File: src/rtl/input_conditioner.sv
// -----------------------------------------------------------------------------
// input_conditioner
//
// Front-end conditioning for the four player buttons feeding the game core.
// Each raw pad input is synchronised into the clk_12MHz domain with a 2-flop
// chain, debounced with a per-channel hold counter, and turned into
// single-cycle action pulses. Left and right additionally auto-repeat while
// held, after a mutual-exclusion arbitration so that holding both yields no
// movement.
//
// Parameters:
//   DEBOUNCE_CYCLES : cycles a new synchronised level must persist
//   REPEAT_DELAY    : cycles from first left/right pulse to first repeat
//   REPEAT_PERIOD   : cycles between subsequent repeat pulses
//   CNT_W           : counter width, 2**CNT_W must exceed every count above
//
// Ports:
//   clk_12MHz        in  system clock
//   reset            in  asynchronous active-low reset
//   btn_*_raw        in  asynchronous pad inputs, active-high
//   left/right       out single-cycle movement pulses (with auto-repeat)
//   shoot/start      out single-cycle pulses on press
//   left_level       out debounced left level (not arbitrated)
//   right_level      out debounced right level (not arbitrated)
// -----------------------------------------------------------------------------
module input_conditioner #(
    parameter int DEBOUNCE_CYCLES = 120000,
    parameter int REPEAT_DELAY    = 3000000,
    parameter int REPEAT_PERIOD   = 600000,
    parameter int CNT_W           = 22
) (
    input  logic clk_12MHz,
    input  logic reset,
    input  logic btn_left_raw,
    input  logic btn_right_raw,
    input  logic btn_shoot_raw,
    input  logic btn_start_raw,
    output logic left,
    output logic right,
    output logic shoot,
    output logic start,
    output logic left_level,
    output logic right_level
);

    // Channel indices into the packed per-channel vectors.
    localparam int NCH  = 4;
    localparam int CH_L = 0;
    localparam int CH_R = 1;
    localparam int CH_S = 2;
    localparam int CH_T = 3;

    // Terminal counts, precomputed at the counter width.
    localparam logic [CNT_W-1:0] DB_LAST = CNT_W'(DEBOUNCE_CYCLES - 1);
    localparam logic [CNT_W-1:0] RD_LAST = CNT_W'(REPEAT_DELAY - 1);
    localparam logic [CNT_W-1:0] RP_LAST = CNT_W'(REPEAT_PERIOD - 1);
    localparam logic [CNT_W-1:0] CNT_ONE = {{(CNT_W-1){1'b0}}, 1'b1};

    typedef enum logic [1:0] {
        ST_IDLE   = 2'd0,
        ST_DELAY  = 2'd1,
        ST_REPEAT = 2'd2
    } rpt_state_e;

    // -------------------------------------------------------------------------
    // Synchroniser
    // -------------------------------------------------------------------------
    logic [NCH-1:0] raw_s;
    logic [NCH-1:0] meta_q;
    logic [NCH-1:0] meta_d;
    logic [NCH-1:0] sync_q;
    logic [NCH-1:0] sync_d;

    assign raw_s = {btn_start_raw, btn_shoot_raw, btn_right_raw, btn_left_raw};

    // Next state of the two synchroniser stages.
    always_comb begin
        meta_d = raw_s;
        sync_d = meta_q;
    end

    // Synchroniser flops.
    always_ff @(posedge clk_12MHz or negedge reset) begin
        if (!reset) begin
            meta_q <= 4'b0000;
            sync_q <= 4'b0000;
        end else begin
            meta_q <= meta_d;
            sync_q <= sync_d;
        end
    end

    // -------------------------------------------------------------------------
    // Debounce: a channel's accepted level only moves after the synchronised
    // input has disagreed with it for DEBOUNCE_CYCLES consecutive edges; any
    // agreement in between restarts the count.
    // -------------------------------------------------------------------------
    logic [NCH-1:0]            stable_q;
    logic [NCH-1:0]            stable_d;
    logic [NCH-1:0][CNT_W-1:0] db_cnt_q;
    logic [NCH-1:0][CNT_W-1:0] db_cnt_d;

    // Per-channel debounce counter and accepted level.
    always_comb begin
        stable_d = stable_q;
        db_cnt_d = '0;
        for (int i = 0; i < NCH; i++) begin
            if (sync_q[i] != stable_q[i]) begin
                if (db_cnt_q[i] == DB_LAST) begin
                    stable_d[i] = sync_q[i];
                    db_cnt_d[i] = '0;
                end else begin
                    db_cnt_d[i] = db_cnt_q[i] + CNT_ONE;
                end
            end else begin
                db_cnt_d[i] = '0;
            end
        end
    end

    // Debounce state flops.
    always_ff @(posedge clk_12MHz or negedge reset) begin
        if (!reset) begin
            stable_q <= 4'b0000;
            db_cnt_q <= '0;
        end else begin
            stable_q <= stable_d;
            db_cnt_q <= db_cnt_d;
        end
    end

    // -------------------------------------------------------------------------
    // Shoot / start: one pulse per accepted rising level, nothing on release.
    // -------------------------------------------------------------------------
    logic [1:0] stable_dly_q;
    logic [1:0] stable_dly_d;
    logic       shoot_q;
    logic       shoot_d;
    logic       start_q;
    logic       start_d;

    // Rising-edge detection on the debounced shoot and start levels.
    always_comb begin
        stable_dly_d = {stable_q[CH_T], stable_q[CH_S]};
        shoot_d      = stable_q[CH_S] & ~stable_dly_q[0];
        start_d      = stable_q[CH_T] & ~stable_dly_q[1];
    end

    // Edge-detector history and registered shoot/start pulses.
    always_ff @(posedge clk_12MHz or negedge reset) begin
        if (!reset) begin
            stable_dly_q <= 2'b00;
            shoot_q      <= 1'b0;
            start_q      <= 1'b0;
        end else begin
            stable_dly_q <= stable_dly_d;
            shoot_q      <= shoot_d;
            start_q      <= start_d;
        end
    end

    // -------------------------------------------------------------------------
    // Left/right arbitration and auto-repeat.
    // Holding both directions cancels both; releasing one makes the survivor's
    // effective input rise, which the FSM treats as a fresh press.
    // -------------------------------------------------------------------------
    logic [1:0] eff_s;
    logic [1:0] rpt_pulse_s;

    assign eff_s[0] = stable_q[CH_L] & ~stable_q[CH_R];
    assign eff_s[1] = stable_q[CH_R] & ~stable_q[CH_L];

    for (genvar g = 0; g < 2; g++) begin : g_rpt
        rpt_state_e       state_q;
        rpt_state_e       state_d;
        logic [CNT_W-1:0] cnt_q;
        logic [CNT_W-1:0] cnt_d;
        logic             pulse_q;
        logic             pulse_d;

        // Repeat FSM next state. Any state other than IDLE implies eff was
        // high on the previous edge, so eff high while IDLE is a rising edge.
        // A low eff wins over a terminal count and emits nothing.
        always_comb begin
            state_d = state_q;
            cnt_d   = cnt_q;
            pulse_d = 1'b0;
            if (!eff_s[g]) begin
                state_d = ST_IDLE;
                cnt_d   = '0;
            end else begin
                case (state_q)
                    ST_IDLE: begin
                        pulse_d = 1'b1;
                        cnt_d   = '0;
                        state_d = ST_DELAY;
                    end
                    ST_DELAY: begin
                        if (cnt_q == RD_LAST) begin
                            pulse_d = 1'b1;
                            cnt_d   = '0;
                            state_d = ST_REPEAT;
                        end else begin
                            cnt_d = cnt_q + CNT_ONE;
                        end
                    end
                    ST_REPEAT: begin
                        if (cnt_q == RP_LAST) begin
                            pulse_d = 1'b1;
                            cnt_d   = '0;
                        end else begin
                            cnt_d = cnt_q + CNT_ONE;
                        end
                    end
                    default: begin
                        state_d = ST_IDLE;
                        cnt_d   = '0;
                    end
                endcase
            end
        end

        // Repeat FSM state, counter and registered pulse.
        always_ff @(posedge clk_12MHz or negedge reset) begin
            if (!reset) begin
                state_q <= ST_IDLE;
                cnt_q   <= '0;
                pulse_q <= 1'b0;
            end else begin
                state_q <= state_d;
                cnt_q   <= cnt_d;
                pulse_q <= pulse_d;
            end
        end

        assign rpt_pulse_s[g] = pulse_q;
    end

    // -------------------------------------------------------------------------
    // Outputs: every one is a flop output.
    // -------------------------------------------------------------------------
    assign left        = rpt_pulse_s[0];
    assign right       = rpt_pulse_s[1];
    assign shoot       = shoot_q;
    assign start       = start_q;
    assign left_level  = stable_q[CH_L];
    assign right_level = stable_q[CH_R];

endmodule

File: config.mk
export PLATFORM = sky130hd
export DESIGN_NAME = input_conditioner
export DESIGN_NICKNAME = d
export VERILOG_FILES = /design/src/rtl/input_conditioner.sv
export SDC_FILE = /design/constraint.sdc
export NUM_CORES = 1
export LEC_CHECK = 0
export BUFFER_PORTS_ARGS = -buffer_cell sky130_fd_sc_hd__clkbuf_2
export CORE_MARGIN = 4
export CORE_UTILIZATION = 45
export CTS_CLUSTER_SIZE = 40
export DETAILED_ROUTE_END_ITERATION = 10
export PLACE_DENSITY = 0.65
export SLEW_MARGIN = 10
export SYNTH_ARGS = -nofsm -noshare
export SYNTH_HDL_FRONTEND = slang
export SYNTH_SLANG_ARGS = --single-unit
File: constraint.sdc
create_clock -name clk_12MHz -period 2.7 [get_ports clk_12MHz]
set_input_delay 0.27 -clock clk_12MHz [delete_from_list [all_inputs] [get_ports clk_12MHz]]
set_output_delay 0.27 -clock clk_12MHz [all_outputs]
set_load 0.02 [all_outputs]
==> results of run 1 <==
==> per-stage QoR <==
step	hold slack, ns	setup WS (ns)
2_1_floorplan	-0.0256	0.611
3_3_place_gp	0.334	0.538
3_5_place_dp	0.337	0.452
4_1_cts	0.351	0.409
5_1_grt	0.358	0.242
6_report	0.349	0.415
==> cell type report <==
cell class / instances / area (um^2) / share of cell area, %
clock buffer: 17 / 425 / 4.75
clock inverter: 14 / 267 / 2.98
inverter: 26 / 97.6 / 1.09
multi-input combinational: 582 / 3770 / 42.1
sequential: 154 / 3850 / 43.0
tap: 220 / 275 / 3.07
timing repair buffer: 35 / 267 / 2.98
==> sequential cells by signal, indices dropped and copies added, names as in the netlist <==
signal	flops
g_rpt.cnt_q	44
start	1
shoot	1
g_rpt.state_q	4
right	1
meta_q	4
left	1
stable_dly_q	2
db_cnt_q	88
sync_q	4
stable_q	4
==> where the power goes <==
| group | total, uW | internal (uW) | switching, uW |
|---|---|---|---|
| clock | 2790 | 1830 | 958 |
| combinational | 126 | 39.3 | 86.5 |
| sequential | 2350 | 2330 | 21.9 |
| total | 5270 | 4200 | 1070 |
==> routing by layer <==
metal / track usage [%] / part of all wire (%)
met1: 23.4 / 47
met2: 28.3 / 49
met3: 3.58 / 3.1
met4: 5.92 / 1.5
met5: 0 / 0
==> what timing repair did <==
item                      in CTS  in global routing
gates resized for setup        0                  0
hold endpoints to repair      75                  0
hold buffers                   5                  0
==> path summary, 6_finish.rpt <==
check | endpoint | slack [ns] | cells past startpoint
min | sync_q[0] | 0.35 | 0
max | g_rpt[1].cnt_q[21] | 0.41 | 4
min in group asynchronous | g_rpt[0].cnt_q[16] | 0.44 | 2
max reg2reg | g_rpt[1].cnt_q[21] | 0.41 | 4
max in group asynchronous | shoot | 1.48 | 3
min reg2reg | sync_q[0] | 0.35 | 0
==> placed cells by master, fill, tap and decap left out, types with 20 or more instances in the layout <==
| cell type | count |
|---|---|
| a21oi_1 | 40 |
| dfrtp_1 | 154 |
| inv_1 | 26 |
| nand2_1 | 53 |
| nand3_1 | 50 |
| nand4_1 | 34 |
| nor2_1 | 68 |
| nor3_1 | 20 |
| o21ai_0 | 35 |
| or3_1 | 31 |
| xnor2_1 | 36 |
| xor2_1 | 41 |
==> critical path, cell delays in order (launching register included) <==
cell and delay, ns:
dfrtp_1 0.50, nand4_2 0.19, or4_1 0.70, or4_4 0.54, a221oi_2 0.26
==> cells by family after synthesis <==
| logic type | after synthesis | share of synthesized area (%) |
|---|---|---|
| adders and majority gates | 16 | 2.55 |
| AOI/OAI and AO/OA | 133 | 11.1 |
| buffers and inverters | 59 | 2.94 |
| DFF | 154 | 49.2 |
| muxes | 11 | 1.47 |
| xor gates and xnor gates | 77 | 8.60 |
| and+or+nand+nor | 345 | 24.2 |
==> impl_metrics.yaml, run 1 <==
run_status:
  status: "completed"
die:
  start_util_pct: 46.6
  fp.dieW_um: 140
  core_area_um2: 16800
  fp.dieArea_um2: 19600
  die_y_um: 140
  num_io_pins: 12
  fp-row-count: 47
timing:
  max_slew_margin_pct: 45.6
  max_freq_ghz: 0.438
  tns_ns: 0
  setup_viol: 0
  hold_viol_final: 0
  fin_skew_ns: 0.00890
  worst_slew_pin_slew_ns: 0.815
  slew_viol_final: 0
  fin_crit_sh_pct: 84.6
  period_needed_ns: 2.29
  rsz0062_at_grt: "false"
clock_network:
  clock_latency_ns: 0.42
  cts_tree: "done"
  cts.sinks: 154
  path_clk_slew_ns: 0.06
  post_cts_buffers: 0
  clockBufferDepth: 2
  cts_made_buffers: 17
  clockRootBuffer: "clkbuf_16"
  htreeDepth: 4
pwr:
  peakVddDrop_mv: 0.450
  p_per_area_nw_per_um2: 588
  p_leak_uw: 0.00344
  power.total_uw: 5270
setup_path:
  path_class: "reg -> reg"
  end_kind: "flip-flop"
  cp_max_fo: 10
  cp-start-kind: "flip-flop"
  required_ns: 3.01
  crit_start: "g_rpt[1].cnt_q[7]"
  timing.rr.start: "g_rpt[1].cnt_q[7]"
  crit_arrival_ns: 2.60
final_layout:
  fin_nets: 838
  area_growth_syn_to_layout_pct: 14.3
  final_area_um2: 8960
  final_util_pct: 53.3
  final_layout_size_suffix_gt1_share_pct: 9.90
  num-fill-cells: 1511
  num_antenna_cells: 0
  layoutNonFillerInstCount: 1048
detailed_routing:
  drt_pass1_iterations: 5
  wl_per_cell_um: 15.3
  vias: 6123
  dr.first_iter.drc_count: 340
  vias_per_cell: 5.84
  ant_nets: 0
  drt_wl_total_mm: 16.0
  drcViolationCount: 0
synth:
  synth_top_area_share_pct: 49.2
  synthArstFlopShare_pct: 100
  yosys.cell_count.top_type: "dfrtp_1"
  synth_edf_count: 0
  synth_seq_cells: 154
  ys_seq_area_share_pct: 49.2
  synthCells: 795
  syn_nets: 817
  yosysWarnings: 0
  yosys.area.top_type: "dfrtp_1"
  ys_top_cells_by_count: "154 x dfrtp_1, 68 x nor2_1, 53 x nand2_1"
  synth.avg_cell_area_um2: 9.86
  synth.distinct_cells: 49
  ys.flop_type: "dfrtp_1"
  synth_area_um2: 7840
  synthTopCellsByArea: "dfrtp_1 49%, xor2_1 4.6%, xnor2_1 4.0%"
global_routing:
  grt_use_total_pct: 17.4
  grt_pass1_wl_mm: 28.7
  antenna_found_initial: 0
  grt_remaining_overflow: 0
  grt_max_degree: 75
  grt_pass1_vias: 6132
placed_design:
  dp.cells: 1012
  placed_area_um2: 8220
  dpl.hpwl_mm: 10.6
  io_buffers: 11
  finalWeightedCongestion: 0.825
job:
  cap_violations: 0
worst_hold_path:
  worstHoldStart: "meta_q[0]"
  hold_class: "reg -> reg"
Note: power is estimated with default switching activity, not from simulation.
==> inputs of run 2 (changes only) <==
==> constraint.sdc (replaced) <==
create_clock -name clk_12MHz -period 2.2 [get_ports clk_12MHz]
set_input_delay 0.22 -clock clk_12MHz [delete_from_list [all_inputs] [get_ports clk_12MHz]]
set_output_delay 0.22 -clock clk_12MHz [all_outputs]
set_load 0.02 [all_outputs]
==> run 2 against run 1 <==
Compared with the run above: critical path depth increased by 1; sequential share of layout area decreased by 1.0 points; clock-buffer cell count increased by 1; register-to-register slack got worse by 0.39 ns; non-clock buffer count increased by 32; die area unchanged; combinational power increased by 29%; sequential power increased by 23%; fmax increased by 4.8%; largest cell class unchanged; largest power group is now sequential cells; highest routed layer unchanged.
==> impl_metrics.yaml, run 2 (same netlist as run 1, synthesis figures left out) <==
global_routing:
  antenna_found_initial: 0
  grt_remaining_overflow: 0
  grt_use_total_pct: 17.2
  grt_max_degree: 59
  grt_pass1_vias: 6174
  grt_pass1_wl_mm: 28.5
die:
  num_io_pins: 12
  start_util_pct: 46.6
  fp-row-count: 47
  core_area_um2: 16800
  fp.dieArea_um2: 19600
  die_y_um: 140
  fp.dieW_um: 140
detailed_routing:
  dr.first_iter.drc_count: 294
  vias_per_cell: 5.72
  drt_wl_total_mm: 16.2
  wl_per_cell_um: 15.0
  drt_pass1_iterations: 4
  drcViolationCount: 0
  ant_nets: 0
  vias: 6180
setup_path:
  rr_worst_depth: 5
  end_kind: "flip-flop"
  crit_cells: 5
  critical_path.cell_chain: "or4b_1 -> or4_4 -> o2111ai_4 -> buf_2 -> a22oi_1"
  timing.rr.start: "g_rpt[0].cnt_q[12]"
  crit_slowest_cell: "or4_4"
  r2r_slack_ns: 0.02
  critical-path-top-delay-family: "simple AND/OR/NAND/NOR gates"
  cp_num_buf_inv: 1
  required_ns: 2.50
  crit_arrival_ns: 2.48
  critPathMaxStageDelay_ns: 0.60
  cp-start-kind: "flip-flop"
  critPathCapture: "g_rpt[0].cnt_q[16]"
  path_class: "reg -> reg"
  cp_max_fo: 4
  reg2reg_to: "g_rpt[0].cnt_q[16]"
  crit_start: "g_rpt[0].cnt_q[12]"
pwr:
  intPower_uw: 4520
  pwr-share-clk_pct: 48.4
  p_comb_share_pct: 2.8
  p_sw_share_pct: 23.4
  p_per_area_nw_per_um2: 644
  peakVddDrop_mv: 0.532
  power.net_switching_uw: 1380
  sequentialPowerShare_pct: 48.8
  p_leak_uw: 0.00356
clock_network:
  clock_latency_ns: 0.43
  clockBufferDepth: 2
  cts_made_buffers: 17
  cts_tree: "done"
  cts.sinks: 154
  clockRootBuffer: "clkbuf_16"
  htreeDepth: 4
  path_clk_slew_ns: 0.06
timing:
  fin_skew_ns: 0.00904
  rsz0062_at_grt: "true"
  hold_ws_ns: 0.337
  period_needed_ns: 2.18
  max_freq_ghz: 0.459
  slew_viol_final: 0
  hold_viol_final: 0
  tns_ns: 0
  max_slew_margin_pct: 61.9
  setup_viol: 0
  worst_slew_pin_slew_ns: 0.571
  fin_crit_sh_pct: 99.1
final_layout:
  area_growth_syn_to_layout_pct: 17.0
  layoutNonFillerInstCount: 1081
  final_util_pct: 54.5
  num-fill-cells: 1523
  largest_register_ffs: 88
  layout_commonest_cell: "dfrtp_1"
  num_antenna_cells: 0
  final_area_um2: 9170
  seq_area_um2: 3850
  largest-register: "db_cnt_q"
  biggestRegsByFlops: "db_cnt_q x88, g_rpt.cnt_q x44"
  multi_input_area_um2: 3820
  fin_nets: 870
  final_cell_mix: "154 x dfrtp_1, 68 x nor2_1, 53 x nand2_1, 50 x nand3_1"
  final_layout_size_suffix_gt1_share_pct: 13.7
job:
  cap_violations: 0
placed_design:
  finalWeightedCongestion: 0.862
  dpl.hpwl_mm: 11.1
  dp.cells: 1039
  placed_area_um2: 8440
  io_buffers: 11
worst_hold_path:
  hold_class: "in -> async"
run_status:
  status: "completed"
[run 2: cell types whose count changed in the layout (fill, tap and decap cells not counted), moves of 3 or more]
cell,before,now
buf_6,1,5
buf_2,0,3
buf_4,18,41
bufinv_16,7,1
[run 2: layer usage]
| metal | GRT usage, % | share of wire (%) | vias to the layer above |
|---|---|---|---|
| met3 | 3.58 | 2.7 | 17 |
| met4 | 6.53 | 1.1 | 0 |
| met2 | 28.6 | 51 | 68 |
| met1 | 22.3 | 46 | 3073 |
| met5 | 0 | 0 | - |
| li1 | - | - | 3022 |
[run 2: cell type report]
type,count,share of cell area [%]
flip-flops and latches,154,42.0
multi-input cells,582,41.7
repair buffers,67,5.88
clock buffers,18,4.79
well taps,220,3.00
clock inverters,14,1.56
inverters,26,1.06
[run 2: through the flow]
| stage | power (uW) | worst slack [ns] |
|---|---|---|
| 2_1_floorplan | 2990 | 0.111 |
| 3_3_place_gp | 3090 | 0.0907 |
| 3_5_place_dp | 3100 | 0.0361 |
| 4_1_cts | 5980 | 0.00579 |
| 5_1_grt | 6140 | -0.0441 |
| 6_report | 5910 | 0.0198 |
[run 2: how the worst min path moves through the flow]
stage               from  slack (ns)  cells past startpoint                end
2_1_floorplan      reset       -0.08                      0        db_cnt_q[0]
4_1_cts            reset        0.35                      2  g_rpt[0].cnt_q[3]
5_1_grt        meta_q[3]        0.35                      0          sync_q[3]
3_5_place_dp       reset        0.23                      1  g_rpt[0].cnt_q[9]
6_report           reset        0.34                      2  g_rpt[0].cnt_q[3]
3_3_place_gp       reset        0.22                      1  g_rpt[0].cnt_q[9]
[run 2: power by group through the flow]
stage | clock, uW | combinational [uW] | sequential [uW]
after floorplan | 0 | 58.9 | 2930
after global placement | 0 | 156 | 2930
after detailed placement | 0 | 162 | 2940
after CTS | 2930 | 170 | 2880
after global routing | 3060 | 191 | 2890
final | 2860 | 163 | 2880
[run 2: repair_timing]
item	4_1_cts	5_1_grt
resized for setup	0	14
buffers inserted	0	2
endpoints found under the hold margin	58	0
setup endpoints to repair	0	44
hold buffers	5	0
